===== src/rtl/display_scan_controller.sv =====
// Scan controller for 3 active digits of a 4-digit seven-segment display, with
// shadow-buffered data commit at frame start. Define SCAN_BLANK_EN for per-slot anti-ghost blanking.
module display_scan_controller #(
  parameter int unsigned CLK_DIV      = 100000,
  parameter int unsigned BLANK_CYCLES = 16
) (
  input  logic       clk,
  input  logic       reset,
  input  logic       enable,
  input  logic       load,
  input  logic [3:0] opCodeIn,
  input  logic [7:0] resultIn,
  output logic [3:0] opCode,
  output logic [3:0] lowerBits,
  output logic [3:0] upperBits,
  output logic [3:0] anode,
  output logic       pending,
  output logic       frameStart
);

  localparam int unsigned CNT_W = $clog2(CLK_DIV);

  if (CLK_DIV < 2 || BLANK_CYCLES >= CLK_DIV) begin : g_param_check
    $error("display_scan_controller: need CLK_DIV >= 2 and BLANK_CYCLES < CLK_DIV");
  end

  typedef enum logic [1:0] {IDLE, DIG_OP, DIG_LO, DIG_HI} state_t;

  state_t           state, state_next;
  logic [CNT_W-1:0] count, count_next;
  logic             tick;
  logic             enter_op;
  logic [3:0]       anode_next;
  logic [3:0]       shadow_op;
  logic [7:0]       shadow_res;

  always_comb begin
    tick       = enable && (count == CNT_W'(CLK_DIV - 1));
    count_next = count + CNT_W'(1);
    if (!enable || tick) count_next = '0;

    state_next = state;
    if (!enable) begin
      state_next = IDLE;
    end else if (tick) begin
      case (state)
        IDLE:    state_next = DIG_OP;
        DIG_OP:  state_next = DIG_LO;
        DIG_LO:  state_next = DIG_HI;
        DIG_HI:  state_next = DIG_OP;
        default: state_next = IDLE;
      endcase
    end

    enter_op = (state_next == DIG_OP) && (state != DIG_OP);

    case (state_next)
      DIG_OP:  anode_next = 4'b1110;
      DIG_LO:  anode_next = 4'b1011;
      DIG_HI:  anode_next = 4'b0111;
      default: anode_next = 4'b1111;
    endcase
`ifdef SCAN_BLANK_EN
    // Prescaler restarts at every slot entry, so it doubles as the in-slot cycle index.
    if (count_next < CNT_W'(BLANK_CYCLES)) anode_next = 4'b1111;
`endif
  end

  always_ff @(posedge clk or posedge reset) begin
    if (reset) begin
      state      <= IDLE;
      count      <= '0;
      anode      <= 4'b1111;
      frameStart <= 1'b0;
      pending    <= 1'b0;
      opCode     <= '0;
      lowerBits  <= '0;
      upperBits  <= '0;
      shadow_op  <= '0;
      shadow_res <= '0;
    end else begin
      state      <= state_next;
      count      <= count_next;
      anode      <= anode_next;
      frameStart <= enter_op;
      // A load on the commit edge bypasses the shadow so the newest value wins.
      if (enter_op && load) begin
        opCode    <= opCodeIn;
        lowerBits <= resultIn[3:0];
        upperBits <= resultIn[7:4];
        pending   <= 1'b0;
      end else if (enter_op && pending) begin
        opCode    <= shadow_op;
        lowerBits <= shadow_res[3:0];
        upperBits <= shadow_res[7:4];
        pending   <= 1'b0;
      end else if (load) begin
        shadow_op  <= opCodeIn;
        shadow_res <= resultIn;
        pending    <= 1'b1;
      end
    end
  end

endmodule


===== config.mk =====
export PLATFORM = sky130hd
export DESIGN_NAME = display_scan_controller
export DESIGN_NICKNAME = d
export VERILOG_FILES = /design/src/rtl/display_scan_controller.sv
export SDC_FILE = /design/constraint.sdc
export NUM_CORES = 1
export LEC_CHECK = 0
export ABC_AREA = 0
export BUFFER_PORTS_ARGS = -buffer_cell sky130_fd_sc_hd__buf_4
export CORE_ASPECT_RATIO = 0.9
export CORE_UTILIZATION = 45
export DETAILED_ROUTE_END_ITERATION = 12
export PLACE_DENSITY = 0.67
export SYNTH_ARGS = -nofsm -noshare
export SYNTH_HDL_FRONTEND = slang
export SYNTH_SLANG_ARGS = --single-unit

===== constraint.sdc =====
create_clock -name clk -period 3.3 [get_ports clk]
set_input_delay 0.33 -clock clk [delete_from_list [all_inputs] [get_ports clk]]
set_output_delay 0.33 -clock clk [all_outputs]
set_load 0.02 [all_outputs]

* Word-level counts from Yosys, hierarchy flattened
Index checks and enable logic that the tools add are counted.
** Storage, ports and cells
- Output and inout port bits :: 18
- Flip-flop bits (word level) :: 49
** Operators by class
- Reduce and logical (&&, ||, !) cells :: 11
- Bitwise gates (word level) :: 2
- Eq/ne operators :: 8
- Add/sub/neg operators :: 1
- Multiplexer cells :: 14
** Operators with widths (count)
- 4-bit two-way mux :: 6
- 17-bit by 1-bit adder with 17-bit output (second input constant) :: 1
- 17-bit equality test (second input constant) :: 1
- 17-bit two-way mux :: 1
- 4-bit case mux with 3 select lines :: 1
- 2-bit equality test (second input constant) :: 4
- 2-bit case mux with 3 select lines :: 1
- 2-bit by 1-bit equality test with 1-bit output (second input constant) :: 2
- 1-bit logical AND :: 4
- 2-bit two-way mux :: 2
- 1-bit two-way mux :: 3
- 3-bit AND reduction :: 1
- 3-bit nonzero test :: 1
- 2-bit logical NOT :: 1
- 2-bit by 1-bit inequality test with 1-bit output (second input constant) :: 1
- 1-bit NOT :: 2
- 2-bit nonzero test :: 1
- 2-bit OR reduction :: 1
- 1-bit logical NOT :: 1
- 1-bit logical OR :: 1

* Logic depth before layout (Yosys ltp)
Gate-level depths: netlist of the first run.
- Depth in word-level cells :: 10
- Mapped depth :: 9
- Mapped depth without buffers :: 8

* Least setup slack after synthesis of the first run
OpenSTA, ideal clock, no wires.
- Path kind :: register to register
- From :: register count[5]
- To :: register shadow_op[0]
- Required time :: 3175 ps
- Cell stages (with the launch flop) :: 7
- Setup slack :: 882 ps
- Setup time :: 125 ps
- Period minus slack after synthesis :: 2418 ps
- Buffers on the path :: 1
- Arrival :: 2293 ps
- Path through :: dfrtp_1 or4_4 nor4_4 mux2_4 nand2_2 buf_6 mux2_4
** Between the ends
- Longest elaborated chain between the ends :: 9
- Elaborated cells between the ends (all ways) :: 11
- Classes of those cells :: 2 x eq/ne; 2 x mux; 2 x bitwise; 5 x reduce/logical
** Ends and longest elaborated chain
- from (decl) :: RTL line 30 : logic [CNT_W-1:0] count, count_next;
- from (signal assigned) :: RTL line 83 : count <= count_next;
- 17-bit equality test * :: RTL line 38 : tick = enable && (count == CNT_W'(CLK_DIV - 1));
- 1-bit logical AND * :: RTL line 38
- 2-bit two-way mux * :: RTL line 45 : end else if (tick) begin
- 2-bit two-way mux * :: RTL line 43 : if (!enable) begin
- 2-bit by 1-bit equality test with 1-bit output * :: RTL line 55 : enter_op = (state_next == DIG_OP) && (state != DIG_OP);
- 1-bit logical AND * :: RTL line 55
- 1-bit logical AND (on tied branches) :: RTL line 92, 87
- 1-bit NOT (no line)
- 3-bit AND reduction (no line) *
- to (signal assigned) :: RTL line 98 : shadow_op <= opCodeIn;
- to (decl) :: RTL line 34 : logic [3:0] shadow_op;
Every way passes the cells marked *; elsewhere a longest branch is shown, timed or not.
A chain may end at the register's enable or synchronous reset.

* Worst setup path in the final report of the first run
- From :: register count[5]
- To :: register shadow_op[2]
Same word-level chain as after synthesis.

==> key figures, run 1 <==
Final layout
  – Layout fillers: 427
  – Final nets: 252
  – Area delta synth->final: 16.1%
  – Inserted Diodes: 0
  – Layout cells sized above 1: 0.255

Setup path
  – Setup crit end kind: flop
  – R2r endpoint: shadow_op[2]
  – Setup CP Type: reg2reg
  – Worst r2r path cells: 5
  – RR Startpoint: count[5]
  – CP required: 3.48 ns
  – Startpoint types: flop
  – Crit Path Max Fanout: 15
  – Reg2reg setup slack: 0.60 ns
  – Crit path DAT: 2.88 ns

Place
  – Hpwl dp: 2.99 mm
  – Routability congestion estimate: 0.751
  – Port bufs: 32

STA
  – Fmax achieved: 370 MHz
  – Fin Setup TNS: 0 ns
  – Final period util: 0.819
  – Relative slew slack: 0.342
  – Final min period: 2.70 ns
  – RSZ-0062 raised after global routing: false
  – Tightest Pin Transition: 0.986 ns
  – Clock skew: 0.00796 ns
  – Fin. Hold Viols: 0
  – Slew Viols, Final: 0
  – Final setup viols: 0

Global route
  – GRT overflow: 0
  – Vias in the first global route: 1567
  – Pin count of the biggest net entering global routing: 49
  – First-pass GRT wire length: 7.16 mm
  – Initial antenna violation count: 0
  – GR Util All Layers: 0.180

Logic synthesis
  – Synth cell types: 42
  – Syn Inst Count: 204
  – Top cells by area, synth: dfrtp_1 (50%), mux2_4 (7.4%), nor2_1 (4.9%)
  – Post-synthesis sequential area ratio: 0.537
  – Cell Area, Synth: 2240 µm²
  – Syn nets: 222
  – Post-Syn Area per Cell: 11.0 µm²
  – Synth top area share: 0.502
  – Synth Warn #: 0
  – Post-synthesis register bit count: 48
  – Cell taking the most area after synthesis: dfrtp_1

Floorplanning
  – Overall die height: 69.0 µm
  – Initial core utilization: 0.487
  – Die area: 5270 µm²
  – Ports: 34
  – Core area: 4600 µm²
  – Chip Width: 76.4 µm
  – FP Rows: 23

Route
  – Wire length per cell: 14.7 µm
  – Pre-antenna DRT Iters: 5
  – DRC: 0
  – Drt via density: 5.42
  – Vias: 1611
  – Initial DRC count: 83
  – Routed Wire Length: 4.35 mm
  – Final ANT Viol Nets: 0

Worst hold path
  – Min-Delay Endpoint: anode[3]
  – Hold path start: enable
  – WHS Path Cells: 2
  – Min-delay worst type: in2reg

Run
  – Max capacitance violation total: 0

Clock tree
  – Postcts setup bufs: 0
  – CTS buffer count: 5
  – CTS H-Tree Depth: 2
  – Hold Buf Count CTS: 0
  – CTS Buffer Depth: 2
  – Post-CTS resize count: 0
  – Worst-Skew Late Latency: 0.30 ns
  – Clock root cell: clkbuf_8
  – CTS Sinks: 48
  – Worst-path clk slew: 0.09 ns
  – CTS tree: yes

Power
  – Clock share of power: 0.344
  – P_leak: 1.19 nW
  – Switching pwr: 0.239 mW
  – Sw frac: 0.227
  – Worst vdd ir: 309 µV
  – Power Dens Cells: 404 nW/µm²
  – Comb pwr share: 0.070
  – Sequential share of power: 0.586
  – Pint: 0.815 mW
  – Total power: 1.05 mW

Status
  – Status: complete, no violations
==> synth_stat cells <==
| master | instances |
|---|---|
| mux2_2 | 1 |
| nor3_1 | 2 |
| dfstp_2 | 3 |
| dfrtp_1 | 45 |
| nand2_1 | 15 |
| buf_4 | 1 |
| nand2b_1 | 2 |
| mux2_4 | 11 |
| clkbuf_1 | 6 |
| o32ai_1 | 9 |
| nor4_4 | 1 |
| nand3_1 | 7 |
| inv_2 | 1 |
| or2_2 | 2 |
| and4_1 | 1 |
| o22ai_1 | 1 |
| or4_4 | 1 |
| o21ai_0 | 4 |
| or3_1 | 2 |
| xor2_1 | 8 |
| a22oi_1 | 3 |
| buf_2 | 1 |
| nand3b_1 | 1 |
| nand4bb_1 | 1 |
| mux2_1 | 2 |
| ha_1 | 2 |
| nor2b_1 | 2 |
| nand2_2 | 1 |
| and3b_1 | 1 |
| buf_6 | 1 |
| or4_1 | 1 |
| xnor2_1 | 5 |
| conb_1 | 1 |
| nor2_1 | 29 |
| nand4b_1 | 1 |
| nand4_1 | 5 |
| a21oi_1 | 11 |
| o211a_1 | 2 |
| inv_1 | 6 |
| o2bb2ai_1 | 3 |
| nor4_1 | 1 |
| and2_1 | 1 |
==> flip-flops by register name, indices dropped and copies added (netlist names) <==
name / cells
count: 17
shadow_res: 8
lowerBits: 4
opCode: 4
shadow_op: 4
upperBits: 4
anode: 3
state: 2
frameStart: 1
pending: 1
==> power by group through the flow <==
stage | Clock (mW) | Sequential, mW | Combinational, mW
CTS | 0.374 | 0.617 | 0.0755
global placement | 0 | 0.628 | 0.0739
floorplan | 0 | 0.625 | 0.0526
detailed placement | 0 | 0.628 | 0.0757
global route | 0.392 | 0.620 | 0.0828
finish | 0.362 | 0.618 | 0.0735
==> worst max-delay path, stage by stage (launching register included) <==
cell and delay [ns]:
dfrtp_1 0.45, or4_4 0.58, nor4_4 0.43, mux2_4 0.43
nand2_2 0.33, mux2_1 0.35
==> cells by family after synthesis <==
family	Yosys count	synth area share
muxes	14	0.0887
AOI/OAI and AO/OA	33	0.102
other	1	0.00167
DFF	48	0.537
and+or+nand+nor	77	0.176
buffers and inverters	16	0.0323
adders and majority gates	2	0.0112
xor gates and xnor gates	13	0.0508
==> routing by layer <==
| metal | global-route usage | routed length, µm |
|---|---|---|
| met5 | 0 | 0 |
| met4 | 0.0769 | 86 |
| met3 | 0.0461 | 183 |
| met2 | 0.292 | 2010 |
| met1 | 0.233 | 2080 |
==> worst max-delay path by stage <==
stage	from	end	slack [ns]	cells after the start
final	count[5]	shadow_op[2]	0.60	5
after global routing	count[5]	shadow_op[1]	0.50	5
after CTS	count[5]	shadow_op[2]	0.58	5
after detailed placement	count[5]	shadow_op[1]	0.60	5
after global placement	count[5]	shadow_op[2]	0.63	5
after floorplan	count[5]	shadow_op[0]	0.88	6
==> placed cells by master, fill, tap and decap left out, drive strengths merged <==
master	n
and2	1
nor2b	2
o21ai	4
mux2	14
o2bb2ai	3
o211a	2
dfstp	3
or3	2
or2	2
dfrtp	45
and4	1
clkbuf	8
nand4b	1
and3b	1
buf	32
ha	2
xor2	8
nand3	7
or4	2
nor4	2
nand4	5
xnor2	5
conb	1
nand2	16
a22oi	3
a21oi	11
nor3	2
nand3b	1
o32ai	9
nand4bb	1
nor2	29
o22ai	1
nand2b	2
inv	7
==> cell type report <==
type / count / area (µm²) / share of cell area
flip-flops and latches: 48 / 1200 / 0.463
multi-input cells: 140 / 966 / 0.371
clock buffers: 8 / 90.1 / 0.0346
well taps: 62 / 77.6 / 0.0298
repair buffers: 32 / 240 / 0.0922
inverters: 7 / 26.3 / 0.0101
==> through the flow <==
stage | instance area [µm²] | hold WS (ns) | cells | util | worst slack, ns
finish | 2610 | 0.202 | 297 | 0.566 | 0.598
global route | 2610 | 0.212 | 297 | 0.566 | 0.499
CTS | 2610 | 0.191 | 297 | 0.566 | 0.581
detailed placement | 2510 | 0.485 | 289 | 0.546 | 0.595
global placement | 2510 | 0.470 | 289 | 0.546 | 0.628
floorplan | 2240 | 0.369 | 204 | - | 0.882
(Power assumes the default switching activity.)
==> run 2: changes to the inputs <==
--- a/config.mk
+++ b/config.mk
@@ -5,7 +5,7 @@
 export SDC_FILE = /design/constraint.sdc
 export NUM_CORES = 1
 export LEC_CHECK = 0
-export ABC_AREA = 0
+export ABC_AREA = 1
 export BUFFER_PORTS_ARGS = -buffer_cell sky130_fd_sc_hd__buf_4
 export CORE_ASPECT_RATIO = 0.9
 export CORE_UTILIZATION = 45
==> constraint.sdc (replaced) <==
create_clock -name clk -period 2.7 [get_ports clk]
set_input_delay 0.27 -clock clk [delete_from_list [all_inputs] [get_ports clk]]
set_output_delay 0.27 -clock clk [all_outputs]
set_load 0.02 [all_outputs]
==> run 2 against run 1 <==
  * First-iteration DRC count rose to 2.8 times the previous value
  * Global-route usage rose by 1.6 points
  * Core utilization is 1.7 points lower
  * Largest cell class unchanged
  * Critical path type unchanged
  * Critical endpoint is now lowerBits[2]
  * Die area increased by 9.5%
  * Worst hold slack lost 0.18 ns
==> key figures, run 2 <==
Status
  – Status: complete, no violations

Clock tree
  – CTS H-Tree Depth: 2 (unchanged)
  – CTS tree: yes
  – Postcts setup bufs: 0 (unchanged)
  – CTS buffer count: 5 (unchanged)
  – Hold Buf Count CTS: 0 (unchanged)
  – Worst-Skew Late Latency: 0.31 ns (about the same)
  – Clock root cell: clkbuf_8
  – Worst-path clk slew: 0.10 ns (about the same)
  – Post-CTS resize count: 0 (unchanged)
  – CTS Sinks: 48 (unchanged)
  – CTS Buffer Depth: 2 (unchanged)

STA
  – Final min period: 2.09 ns (-0.615 ns)
  – Clock skew: 0.0125 ns (+0.00451 ns)
  – Final period util: 0.773 (-0.0459)
  – Slew Viols, Final: 0 (unchanged)
  – Relative slew slack: 0.608 (+0.267)
  – Fin Setup TNS: 0 ns (unchanged)
  – RSZ-0062 raised after global routing: false
  – Fmax achieved: 479 MHz (+29%)
  – Fin. Hold Viols: 0 (unchanged)
  – Tightest Pin Transition: 0.587 ns (-0.399 ns)
  – Final setup viols: 0 (unchanged)

Final layout
  – Finished Core Util: 0.549 (-0.0170)
  – Most common cell after layout, fill and taps aside: nand2_1
  – Layout fillers: 506 (+19%)
  – Most frequent cells in the layout: nand2_1 (97), dfrtp_1 (45), nor2_1 (38)
  – Inserted Diodes: 0 (unchanged)
  – Final nets: 354 (+40%)
  – Layout cells sized above 1: 0.220 (-0.0357)
  – Fin cells: 404 (+36%)
  – Area delta synth->final: 17.1%
  – Max reg flops: 17 (unchanged)
  – Regs by FF count: count: 17 flops, shadow_res: 8 flops
  – Biggest register: count
  – Register cell area after layout: 1200 µm² (unchanged)
  – Area of the multi-input gates: 1040 µm² (+7.8%)

Floorplanning
  – Chip Width: 80.0 µm (+4.6%)
  – Core area: 5260 µm² (+14%)
  – Overall die height: 72.2 µm (+4.6%)
  – Die area: 5770 µm² (+9.5%)
  – Ports: 34 (unchanged)
  – Initial core utilization: 0.469 (-0.0187)
  – FP Rows: 25 (+8.7%)

Run
  – Max capacitance violation total: 0 (unchanged)

Logic synthesis
  – Ys async rst share: 1.00 (unchanged)
  – Post-Syn Area per Cell: 8.05 µm² (-27%)
  – Number of synthesized flops with an enable pin: 0 (unchanged)
  – Syn nets: 324 (+46%)
  – Synth Warn #: 0 (unchanged)
  – Post-synthesis register bit count: 48 (unchanged)
  – Cell Area, Synth: 2460 µm² (+9.8%)
  – Top cells by area, synth: dfrtp_1 (46%), nand2_1 (15%), nor2_1 (5.8%)
  – Syn Inst Count: 306 (+50%)
  – Top cells by count, synth: nand2_1 (97), dfrtp_1 (45), nor2_1 (38), inv_1 (35), nand3_1 (20)
  – Cell taking the most area after synthesis: dfrtp_1
  – Synth cell types: 33 (-21%)
  – Count leader, synth: nand2_1
  – Synth top area share: 0.457 (-0.0446)
  – Post-synthesis sequential area ratio: 0.489 (-0.0478)
  – Post-synth top flop: dfrtp_1

Setup path
  – Crit path DAT: 2.33 ns (-0.55 ns)
  – Crit path buffers/inverters: 1 (+1)
  – Most frequent CP cell: nand2_1
  – CP required: 2.94 ns (-0.54 ns)
  – Slowest CP cell: dfrtp_1
  – Startpoint types: flop
  – CP cell instances: ha_1 -> nand3_1 -> nor2_2 -> nand3_4 -> nand3_2 -> nand2_4 -> clkinv_4 -> nand4_4 -> nor2_1 -> nand2_1 -> nand2_1
  – Crit Path Max Fanout: 24 (+9)
  – Kind of cell adding the most delay to the critical path: simple AND/OR/NAND/NOR gates
  – Setup CP Type: reg2reg
  – CP peak stage delay: 0.41 ns (-0.17 ns)
  – Setup crit end kind: flop

Place
  – Dpl cells: 396 (+37%)
  – Port bufs: 32 (unchanged)
  – Hpwl dp: 3.60 mm (+20%)
  – Routability congestion estimate: 0.841 (+12%)

Power
  – Worst vdd ir: 373 µV (+21%)
  – P_leak: 1.48 nW (+24%)
  – Power Dens Cells: 542 nW/µm² (+34%)

Route
  – Pre-antenna DRT Iters: 6 (+1)
  – Vias: 2003 (+24%)
  – Wire length per cell: 12.8 µm (-13%)
  – Final ANT Viol Nets: 0 (unchanged)
  – Routed Wire Length: 5.15 mm (+18%)
  – DRC: 0 (unchanged)
  – Drt via density: 4.96 (-8.6%)
  – Initial DRC count: 233 (+180%)

Global route
  – Vias in the first global route: 1776 (+13%)
  – Initial antenna violation count: 0 (unchanged)
  – GRT overflow: 0 (unchanged)
  – Routing usage on met2: 0.288 (-0.00392)
  – Pin count of the biggest net entering global routing: 28 (-43%)
  – Busiest grt layer: met1
  – M1 GR Usage: 0.292 (+0.0591)
  – GR Util met3: 0.0340 (-0.0121)
  – GR Util All Layers: 0.196 (+0.0159)
  – First-pass GRT wire length: 8.53 mm (+19%)

Worst hold path
  – Min-delay worst type: in2async
==> run 2: cell types whose count changed in the layout (fill, tap and decap cells not counted), sizes merged, moves of 6 or more <==
| cell | change |
|---|---|
| inv | +30 |
| nand3 | +17 |
| o32ai | -9 |
| nor2 | +20 |
| nand2 | +85 |
| nor3 | +7 |
| mux2 | -14 |
| a21oi | -6 |
| xor2 | -6 |
==> run 2: final cells by class <==
type / instances / area share
Multi-Input combinational cell: 210 / 0.361
Clock buffer: 5 / 0.0239
Clock inverter: 3 / 0.0312
Sequential cell: 48 / 0.418
Inverter: 38 / 0.0512
Tap cell: 67 / 0.0291
Timing Repair Buffer: 33 / 0.0859
==> run 2: path summary, 6_finish.rpt <==
check                      cells past startpoint  slack [ns]          from            end
max                                           11        0.61      count[0]   lowerBits[2]
min                                            2        0.02         reset   lowerBits[1]
max reg2reg                                   11        0.61      count[0]   lowerBits[2]
min reg2reg                                    2        0.48  shadow_op[0]   shadow_op[0]
max in group asynchronous                      3        1.91         reset       anode[2]
min in group clk                               3        0.20   resultIn[0]  shadow_res[0]
==> run 2: report_power, final <==
group	leakage (nW)	switching, mW	internal (mW)
combinational	0.769	0.0611	0.0360
sequential	0.631	0.0118	0.738
clock	0.0784	0.254	0.463
==> run 2: layer usage <==
metal / share of wire / up-vias
li1: - / 1002
met2: 0.43 / 58
met5: 0 / -
met4: 0.014 / 0
met1: 0.50 / 937
met3: 0.060 / 6
==> run 2: worst reg2reg max path, stage by stage, from the launching register on <==
cell and delay [ns]:
dfrtp_1 0.41, ha_1 0.22, nand3_1 0.16, nor2_2 0.18, nand3_4 0.12, nand3_2 0.11, nand2_4 0.07, clkinv_4 0.08
nand4_4 0.34, nor2_1 0.22, nand2_1 0.06, nand2_1 0.05
==> run 2: logic make-up (layout without fill, tap and decap cells) <==
logic type                 Yosys count  count (layout)  share of synthesized area
buffers and inverters               48              79                     0.0879
adders and majority gates            2               2                     0.0102
and+or+nand+nor                    197             197                      0.385
other                                1               1                    0.00152
AOI/OAI and AO/OA                    8               8                     0.0193
xor gates and xnor gates             2               2                    0.00712
DFF                                 48              48                      0.489
==> run 2: per-stage QoR <==
step | worst slack (ns) | power (mW) | area [µm²] | hold WS (ns)
finish | 0.614 | 1.56 | 2880 | 0.0220
global route | 0.392 | 1.63 | 2880 | 0.0642
CTS | 0.634 | 1.58 | 2880 | 0.0484
detailed placement | 0.666 | 0.862 | 2730 | 0.386
global placement | 0.787 | 0.858 | 2730 | 0.373
floorplan | 1.03 | 0.825 | 2460 | 0.414
